[config.mk]
export PLATFORM = sky130hd
export DESIGN_NAME = main_ctrl_fsm
export DESIGN_NICKNAME = d
export VERILOG_FILES = /design/src/rtl/main_ctrl_fsm.sv
export SDC_FILE = /design/constraint.sdc
export NUM_CORES = 1
export LEC_CHECK = 0
export CORE_UTILIZATION = 45
export DETAILED_ROUTE_END_ITERATION = 16
export GPL_TIMING_DRIVEN = 0
export PLACE_DENSITY = 0.87
export SLEW_MARGIN = 20
export SYNTH_ARGS = -nofsm -noshare
export SYNTH_HDL_FRONTEND = slang
export SYNTH_SLANG_ARGS = --single-unit
[constraint.sdc]
create_clock -name CLK -period 2.4 [get_ports CLK]
set_input_delay 0.36 -clock CLK [delete_from_list [all_inputs] [get_ports CLK]]
set_output_delay 0.36 -clock CLK [all_outputs]
set_load 0.03 [all_outputs]
[src/rtl/main_ctrl_fsm.sv]
`default_nettype none
// ============================================================================
// Module   : main_ctrl_fsm
// Purpose  : Multicycle main control FSM for the RV32I integer core.
//            Sequences each instruction through fetch, decode, execute,
//            memory and writeback. Drives every datapath enable and mux
//            select, and handshakes with the unified memory via MemReady.
// Optional : `define ILLEGAL_TRAP_EN to make unknown opcodes lock the FSM
//            in TRAP (Illegal=1) until reset. When undefined, unknown
//            opcodes are retired silently as a NOP and Illegal is tied 0.
// Ports    : CLK, RST (async, active-high)
//            op[6:0]        opcode from the instruction register
//            Zero           ALU zero flag
//            MemReady       memory access complete
//            IRWrite, PCUpdate, PCWrite, Branch, RegWrite, MemWrite
//            AdrSrc, ResultSrc[1:0], ALUSrcA[1:0], ALUSrcB[1:0], ALUOp[1:0]
//            Retire         final-cycle pulse of each completed instruction
//            State[3:0]     current state (debug)
//            Illegal        illegal-opcode trap flag
// Revision : 1.0 - initial release
// ============================================================================
module main_ctrl_fsm (
  input  logic       CLK,
  input  logic       RST,
  input  logic [6:0] op,
  input  logic       Zero,
  input  logic       MemReady,
  output logic       IRWrite,
  output logic       PCUpdate,
  output logic       PCWrite,
  output logic       Branch,
  output logic       RegWrite,
  output logic       MemWrite,
  output logic       AdrSrc,
  output logic [1:0] ResultSrc,
  output logic [1:0] ALUSrcA,
  output logic [1:0] ALUSrcB,
  output logic [1:0] ALUOp,
  output logic       Retire,
  output logic [3:0] State,
  output logic       Illegal
);

  typedef enum logic [3:0] {
    S_FETCH    = 4'd0,
    S_DECODE   = 4'd1,
    S_MEMADR   = 4'd2,
    S_MEMREAD  = 4'd3,
    S_MEMWB    = 4'd4,
    S_MEMWRITE = 4'd5,
    S_EXECUTER = 4'd6,
    S_EXECUTEI = 4'd7,
    S_ALUWB    = 4'd8,
    S_BEQ      = 4'd9,
    S_JAL      = 4'd10,
    S_TRAP     = 4'd11
  } state_t;

  localparam logic [6:0] OP_LOAD   = 7'b0000011;
  localparam logic [6:0] OP_STORE  = 7'b0100011;
  localparam logic [6:0] OP_RTYPE  = 7'b0110011;
  localparam logic [6:0] OP_ITYPE  = 7'b0010011;
  localparam logic [6:0] OP_BRANCH = 7'b1100011;
  localparam logic [6:0] OP_JAL    = 7'b1101111;

  state_t     state_q, state_d;

  // Registered Moore outputs. fetch_q/memwr_q/pcupd_q/retire_q are the
  // state-qualifiers for the MemReady-gated strobes combined below.
  logic       fetch_q;
  logic       pcupd_q;
  logic       memwr_q;
  logic       retire_q;
  logic       branch_q;
  logic       regwrite_q;
  logic       adrsrc_q;
  logic [1:0] resultsrc_q;
  logic [1:0] alusrca_q;
  logic [1:0] alusrcb_q;
  logic [1:0] aluop_q;
`ifdef ILLEGAL_TRAP_EN
  logic       illegal_q;
`endif

  // --------------------------------------------------------------------------
  // Next-state logic
  // --------------------------------------------------------------------------
  always_comb begin
    state_d = state_q;
    case (state_q)
      // fetch_q is clear in the first cycle after reset, so the first
      // fetch can only start after the first rising edge.
      S_FETCH:    if (fetch_q && MemReady) state_d = S_DECODE;
      S_DECODE: begin
        case (op)
          OP_LOAD, OP_STORE: state_d = S_MEMADR;
          OP_RTYPE:          state_d = S_EXECUTER;
          OP_ITYPE:          state_d = S_EXECUTEI;
          OP_BRANCH:         state_d = S_BEQ;
          OP_JAL:            state_d = S_JAL;
`ifdef ILLEGAL_TRAP_EN
          default:           state_d = S_TRAP;
`else
          default:           state_d = S_FETCH;
`endif
        endcase
      end
      S_MEMADR:   state_d = (op == OP_LOAD) ? S_MEMREAD : S_MEMWRITE;
      S_MEMREAD:  if (MemReady) state_d = S_MEMWB;
      S_MEMWB:    state_d = S_FETCH;
      S_MEMWRITE: if (MemReady) state_d = S_FETCH;
      S_EXECUTER: state_d = S_ALUWB;
      S_EXECUTEI: state_d = S_ALUWB;
      S_ALUWB:    state_d = S_FETCH;
      S_BEQ:      state_d = S_FETCH;
      S_JAL:      state_d = S_ALUWB;
`ifdef ILLEGAL_TRAP_EN
      S_TRAP:     state_d = S_TRAP;
`endif
      default:    state_d = S_FETCH;
    endcase
  end

  // --------------------------------------------------------------------------
  // State register and registered outputs (decoded from the next state so
  // they line up with the state they describe).
  // --------------------------------------------------------------------------
  always_ff @(posedge CLK or posedge RST) begin
    if (RST) begin
      state_q     <= S_FETCH;
      fetch_q     <= 1'b0;
      pcupd_q     <= 1'b0;
      memwr_q     <= 1'b0;
      retire_q    <= 1'b0;
      branch_q    <= 1'b0;
      regwrite_q  <= 1'b0;
      adrsrc_q    <= 1'b0;
      resultsrc_q <= 2'b10;
      alusrca_q   <= 2'b00;
      alusrcb_q   <= 2'b10;
      aluop_q     <= 2'b00;
`ifdef ILLEGAL_TRAP_EN
      illegal_q   <= 1'b0;
`endif
    end else begin
      state_q     <= state_d;
      fetch_q     <= 1'b0;
      pcupd_q     <= 1'b0;
      memwr_q     <= 1'b0;
      retire_q    <= 1'b0;
      branch_q    <= 1'b0;
      regwrite_q  <= 1'b0;
      adrsrc_q    <= 1'b0;
      resultsrc_q <= 2'b00;
      alusrca_q   <= 2'b00;
      alusrcb_q   <= 2'b00;
      aluop_q     <= 2'b00;
`ifdef ILLEGAL_TRAP_EN
      illegal_q   <= 1'b0;
`endif
      case (state_d)
        S_FETCH: begin
          fetch_q     <= 1'b1;
          alusrcb_q   <= 2'b10;
          resultsrc_q <= 2'b10;
        end
        S_DECODE: begin
          alusrca_q <= 2'b01;
          alusrcb_q <= 2'b01;
        end
        S_MEMADR: begin
          alusrca_q <= 2'b10;
          alusrcb_q <= 2'b01;
        end
        S_MEMREAD: begin
          adrsrc_q <= 1'b1;
        end
        S_MEMWB: begin
          resultsrc_q <= 2'b01;
          regwrite_q  <= 1'b1;
          retire_q    <= 1'b1;
        end
        S_MEMWRITE: begin
          adrsrc_q <= 1'b1;
          memwr_q  <= 1'b1;
        end
        S_EXECUTER: begin
          alusrca_q <= 2'b10;
          aluop_q   <= 2'b10;
        end
        S_EXECUTEI: begin
          alusrca_q <= 2'b10;
          alusrcb_q <= 2'b01;
          aluop_q   <= 2'b10;
        end
        S_ALUWB: begin
          regwrite_q <= 1'b1;
          retire_q   <= 1'b1;
        end
        S_BEQ: begin
          alusrca_q <= 2'b10;
          aluop_q   <= 2'b01;
          branch_q  <= 1'b1;
          retire_q  <= 1'b1;
        end
        S_JAL: begin
          alusrca_q <= 2'b01;
          alusrcb_q <= 2'b10;
          pcupd_q   <= 1'b1;
        end
`ifdef ILLEGAL_TRAP_EN
        S_TRAP: begin
          illegal_q <= 1'b1;
        end
`endif
        default: begin
        end
      endcase
    end
  end

  // --------------------------------------------------------------------------
  // Output assembly: MemReady-gated strobes and the PC enable
  // --------------------------------------------------------------------------
  assign IRWrite   = fetch_q & MemReady;
  assign PCUpdate  = pcupd_q | (fetch_q & MemReady);
  assign PCWrite   = PCUpdate | (branch_q & Zero);
  assign Branch    = branch_q;
  assign RegWrite  = regwrite_q;
  // Store strobe stays high for the whole MEMWRITE stall; the instruction
  // retires in the cycle the memory accepts it.
  assign MemWrite  = memwr_q;
  assign Retire    = retire_q | (memwr_q & MemReady);
  assign AdrSrc    = adrsrc_q;
  assign ResultSrc = resultsrc_q;
  assign ALUSrcA   = alusrca_q;
  assign ALUSrcB   = alusrcb_q;
  assign ALUOp     = aluop_q;
  assign State     = state_q;
`ifdef ILLEGAL_TRAP_EN
  assign Illegal   = illegal_q;
`else
  assign Illegal   = 1'b0;
`endif

endmodule
`default_nettype wire

==> Implementation_results.wiki <==
{| class="wikitable"
! Metric !! Value
|-
| Number of primary I/O pins || 32
|-
| Number of enable-type register cells in the synthesized netlist || 0
|-
| Fin crit share || 81.7%
|-
| Wire length of the first global-routing pass || 3570 um
|-
| Flip-flop and latch area || 453 sq um
|-
| Top layer reached by signal wires || met4
|-
| Cell types occupying the most area after synthesis || sky130_fd_sc_hd__dfrtp_1 40%, sky130_fd_sc_hd__dfstp_2 5.3%, sky130_fd_sc_hd__o32ai_4 2.8%, sky130_fd_sc_hd__inv_1 2.7%, sky130_fd_sc_hd__a211oi_2 2.5%
|-
| Area of the core || 0.00202 sq mm
|-
| Area of the multi-input gates || 469 sq um
|-
| Maximum number of pins on one net before global-route repair || 19
|-
| Latest clock arrival within the worst-skew pair || 290 ps
|-
| Post-Route M1 WL || 876 um
|-
| Top_reg_cell synth || sky130_fd_sc_hd__dfrtp_1
|-
| GR Overflow Total || 0
|-
| Routed wl met3 || 77 um
|-
| Setup crit start kind || flip-flop
|-
| Buffer type at the clock tree root || sky130_fd_sc_hd__clkbuf_4
|-
| Area Growth Syn to Fin || 36.4%
|-
| Power density normalized to cell area || 603 mW/mm^2
|-
| Initial Utilization || 48.9%
|-
| Crit Path Category || reg -> out
|-
| Data required time of the worst path || 2040 ps
|-
| Cell taking the most area after synthesis || sky130_fd_sc_hd__dfrtp_1
|-
| Final design instance area without fill || 0.00135 sq mm
|-
| Total track usage || 19.4%
|-
| Largest fanout on the critical path || 3
|-
| Share of synthesized area occupied by flip-flops and latches || 45.8%
|-
| Clock Sinks || 18
|-
| Power dissipated by switching net loads || 0.263 mW
|-
| DP Wirelength || 1560 um
|-
| Summed negative setup slack over all endpoints || 0 ps
|-
| Dominant cell by count in the synthesized netlist || sky130_fd_sc_hd__dfrtp_1
|-
| DR iter-0 viols || 16
|-
| Number of hold buffers added after cts || 0
|-
| Vias in the first global route || 816
|-
| Number of maximum-capacitance violations || 0
|-
| Measured slew at the worst slew-check pin || 659 ps
|-
| Post-Place Cell Area || 0.00131 sq mm
|-
| Share of flip-flops with an asynchronous set or reset after synthesis || 100%
|-
| Width of the chip || 48.9 um
|-
| Number of placed instances, taps included || 148
|-
| Result of the run || finished clean
|-
| Share of power burned in the clock network || 22.8%
|-
| Worst Hold Class || in -> reg
|-
| Clock tree from TritonCTS || built
|-
| Final antenna-violating net count || 0
|-
| Number of detailed-routing iterations run before antenna repair || 4
|-
| Clock buffers created by TritonCTS || 3
|-
| Final Hold Viols || 0
|-
| Total die area || 0.00239 sq mm
|-
| Combined area of all synthesized cells || 990 sq um
|-
| Worst hold slack after final layout || 393 ps
|-
| Number of standard-cell rows in the floorplan || 16
|-
| Ant diodes || 0
|-
| Top cells by instance count after synthesis || 16 x sky130_fd_sc_hd__dfrtp_1, 7 x sky130_fd_sc_hd__inv_1, 6 x sky130_fd_sc_hd__nor2_1, 4 x sky130_fd_sc_hd__nand2_1
|-
| Proportion of netlist area held by the largest area contributor || 40.5%
|-
| Aggregate routed wire length || 2040 um
|-
| Static leakage || 0.637 nW
|-
| Number of H-tree levels || 1
|-
| Number of filler cells placed in the layout || 154
|-
| Port buffer count || 29
|-
| Slew Limit Fails || 0
|-
| Data arrival time at the worst-slack endpoint || 1600 ps
|-
| Post-CTS Setup Bufs || 0
|-
| Post-Syn Instances || 92
|-
| Flop pwr share || 43.4%
|-
| F_max || 0.510 GHz
|-
| Synth cell types || 46
|-
| Part of the power in combinational logic || 33.8%
|-
| DR WL/cell || 13.4 um
|-
| Fraction of layout instances using a drive strength above 1 || 18.4%
|-
| Number of vias per cell || 5.41
|-
| Setup repair after global routing missed its margin || false
|-
| Synthesized area divided by synthesized cell count || 10.8 sq um
|-
| Number of flip-flops and latches in the synthesized netlist || 18
|-
| Fin Clk Skew || 4.17 ps
|-
| Minimum clock period || 1960 ps
|-
| Net count of the finished layout || 137
|-
| Warnings, synthesis || 0
|-
| Post-route non-filler standard cell count || 152
|-
| Number of buffers on the longest clock path || 2
|-
| Placer's final routability congestion estimate || 0.786
|-
| Worst relative slew slack || 56.1%
|-
| Routed length on met2 || 1070 um
|-
| Post-synth net total || 103
|-
| Post-CTS resize count || 0
|-
| Number of vias in the routed layout || 823
|-
| Initial antenna violation count || 0
|-
| Max IR drop VDD || 0.385 mV
|-
| Cell-internal power || 0.551 mW
|-
| Clock-pin slew on the worst setup and hold paths || 100 ps
|-
| Worst setup EP type || output port
|-
| Setup violation total in the final timing report || 0
|-
| DRC || 0
|-
| Vertical die dimension || 48.9 um
|-
| Switching power as a share of total power || 32.3%
|}
-- path summary, 6_finish.rpt --
kind | startpoint | endpoint | slack [ps] | depth (start not counted)
min in group asynchronous | RST | ALUOp[1] | 460 | 2
min | MemReady | ResultSrc[0] | 390 | 3
min reg2reg | State[3] | AdrSrc | 610 | 2
max | fetch_q | PCWrite | 440 | 4
max in group asynchronous | RST | ALUSrcB[0] | 1530 | 2
max reg2reg | State[1] | ALUSrcB[0] | 470 | 6
-- kinds of logic (layout without fill, tap and decap cells) --
| logic type | after synthesis | after routing | synth area share (%) |
|---|---|---|---|
| buf+inv | 13 | 46 | 6.83 |
| compound gates | 18 | 18 | 17.3 |
| other cells | 1 | 1 | 0.379 |
| simple gates | 41 | 41 | 28.8 |
| xor+xnor | 1 | 1 | 0.885 |
| flops | 18 | 18 | 45.8 |
-- worst max-delay path, cell delays in order, from the launching register on --
cell and delay (ps):
sky130_fd_sc_hd__dfrtp_1 390, sky130_fd_sc_hd__nand2_1 100, sky130_fd_sc_hd__nand2b_1 80, sky130_fd_sc_hd__a21o_1 160, sky130_fd_sc_hd__clkdlybuf4s50_1 580
-- sequential cells by signal, summed over array words and instances, names as in the netlist, 2 cells and up --
register and count:
ALUSrcA 2, ResultSrc 2, ALUOp 2, ALUSrcB 2, State 4
-- final cells by class --
class | instances | area share, %
well taps | 27 | 2.50
repair buffers | 29 | 21.5
flip-flops and latches | 18 | 33.5
plain buffers | 6 | 3.06
inverters | 7 | 1.95
clock buffers | 4 | 2.69
multi-input cells | 61 | 34.8
-- through the flow --
stage | utilization [%] | setup WS, ps | total power, mW
floorplan | - | 492 | 0.532
global placement | 65.0 | 264 | 0.626
detailed placement | 65.0 | 214 | 0.634
CTS | 66.8 | 436 | 0.817
global route | 66.8 | 230 | 0.850
finish | 66.8 | 440 | 0.814
-- placed cells by master, fill, tap and decap left out, drive strengths merged, types with 2 or more instances in the layout --
cell type	Yosys	final
buf	5	5
or4b	2	2
and3b	2	2
nand2	4	4
nor3b	3	3
and4	2	2
a211oi	2	2
dfstp	2	2
o21ai	4	4
dfrtp	16	16
nor2	7	7
inv	7	7
a21o	2	2
nand3	3	3
a21oi	2	2
nor4bb	2	2
clkdlybuf4s50	0	29
and3	2	2
or3	3	3
clkbuf	1	5
or2	2	2
-- routing by layer --
metal,GRT usage [%],vias to the layer above
li1,-,402
met1,22.9,389
met2,34.7,28
met3,2.49,4
met4,8.82,0
met5,0,-
-- power by group through the flow --
stage          clock network, mW  logic, mW  registers, mW
3_3_place_gp                   0      0.270          0.357
2_1_floorplan                  0      0.130          0.402
5_1_grt                    0.200      0.294          0.357
3_5_place_dp                   0      0.276          0.358
4_1_cts                    0.188      0.276          0.353
6_report                   0.186      0.275          0.353
Note: power is estimated with default switching activity, not from simulation.
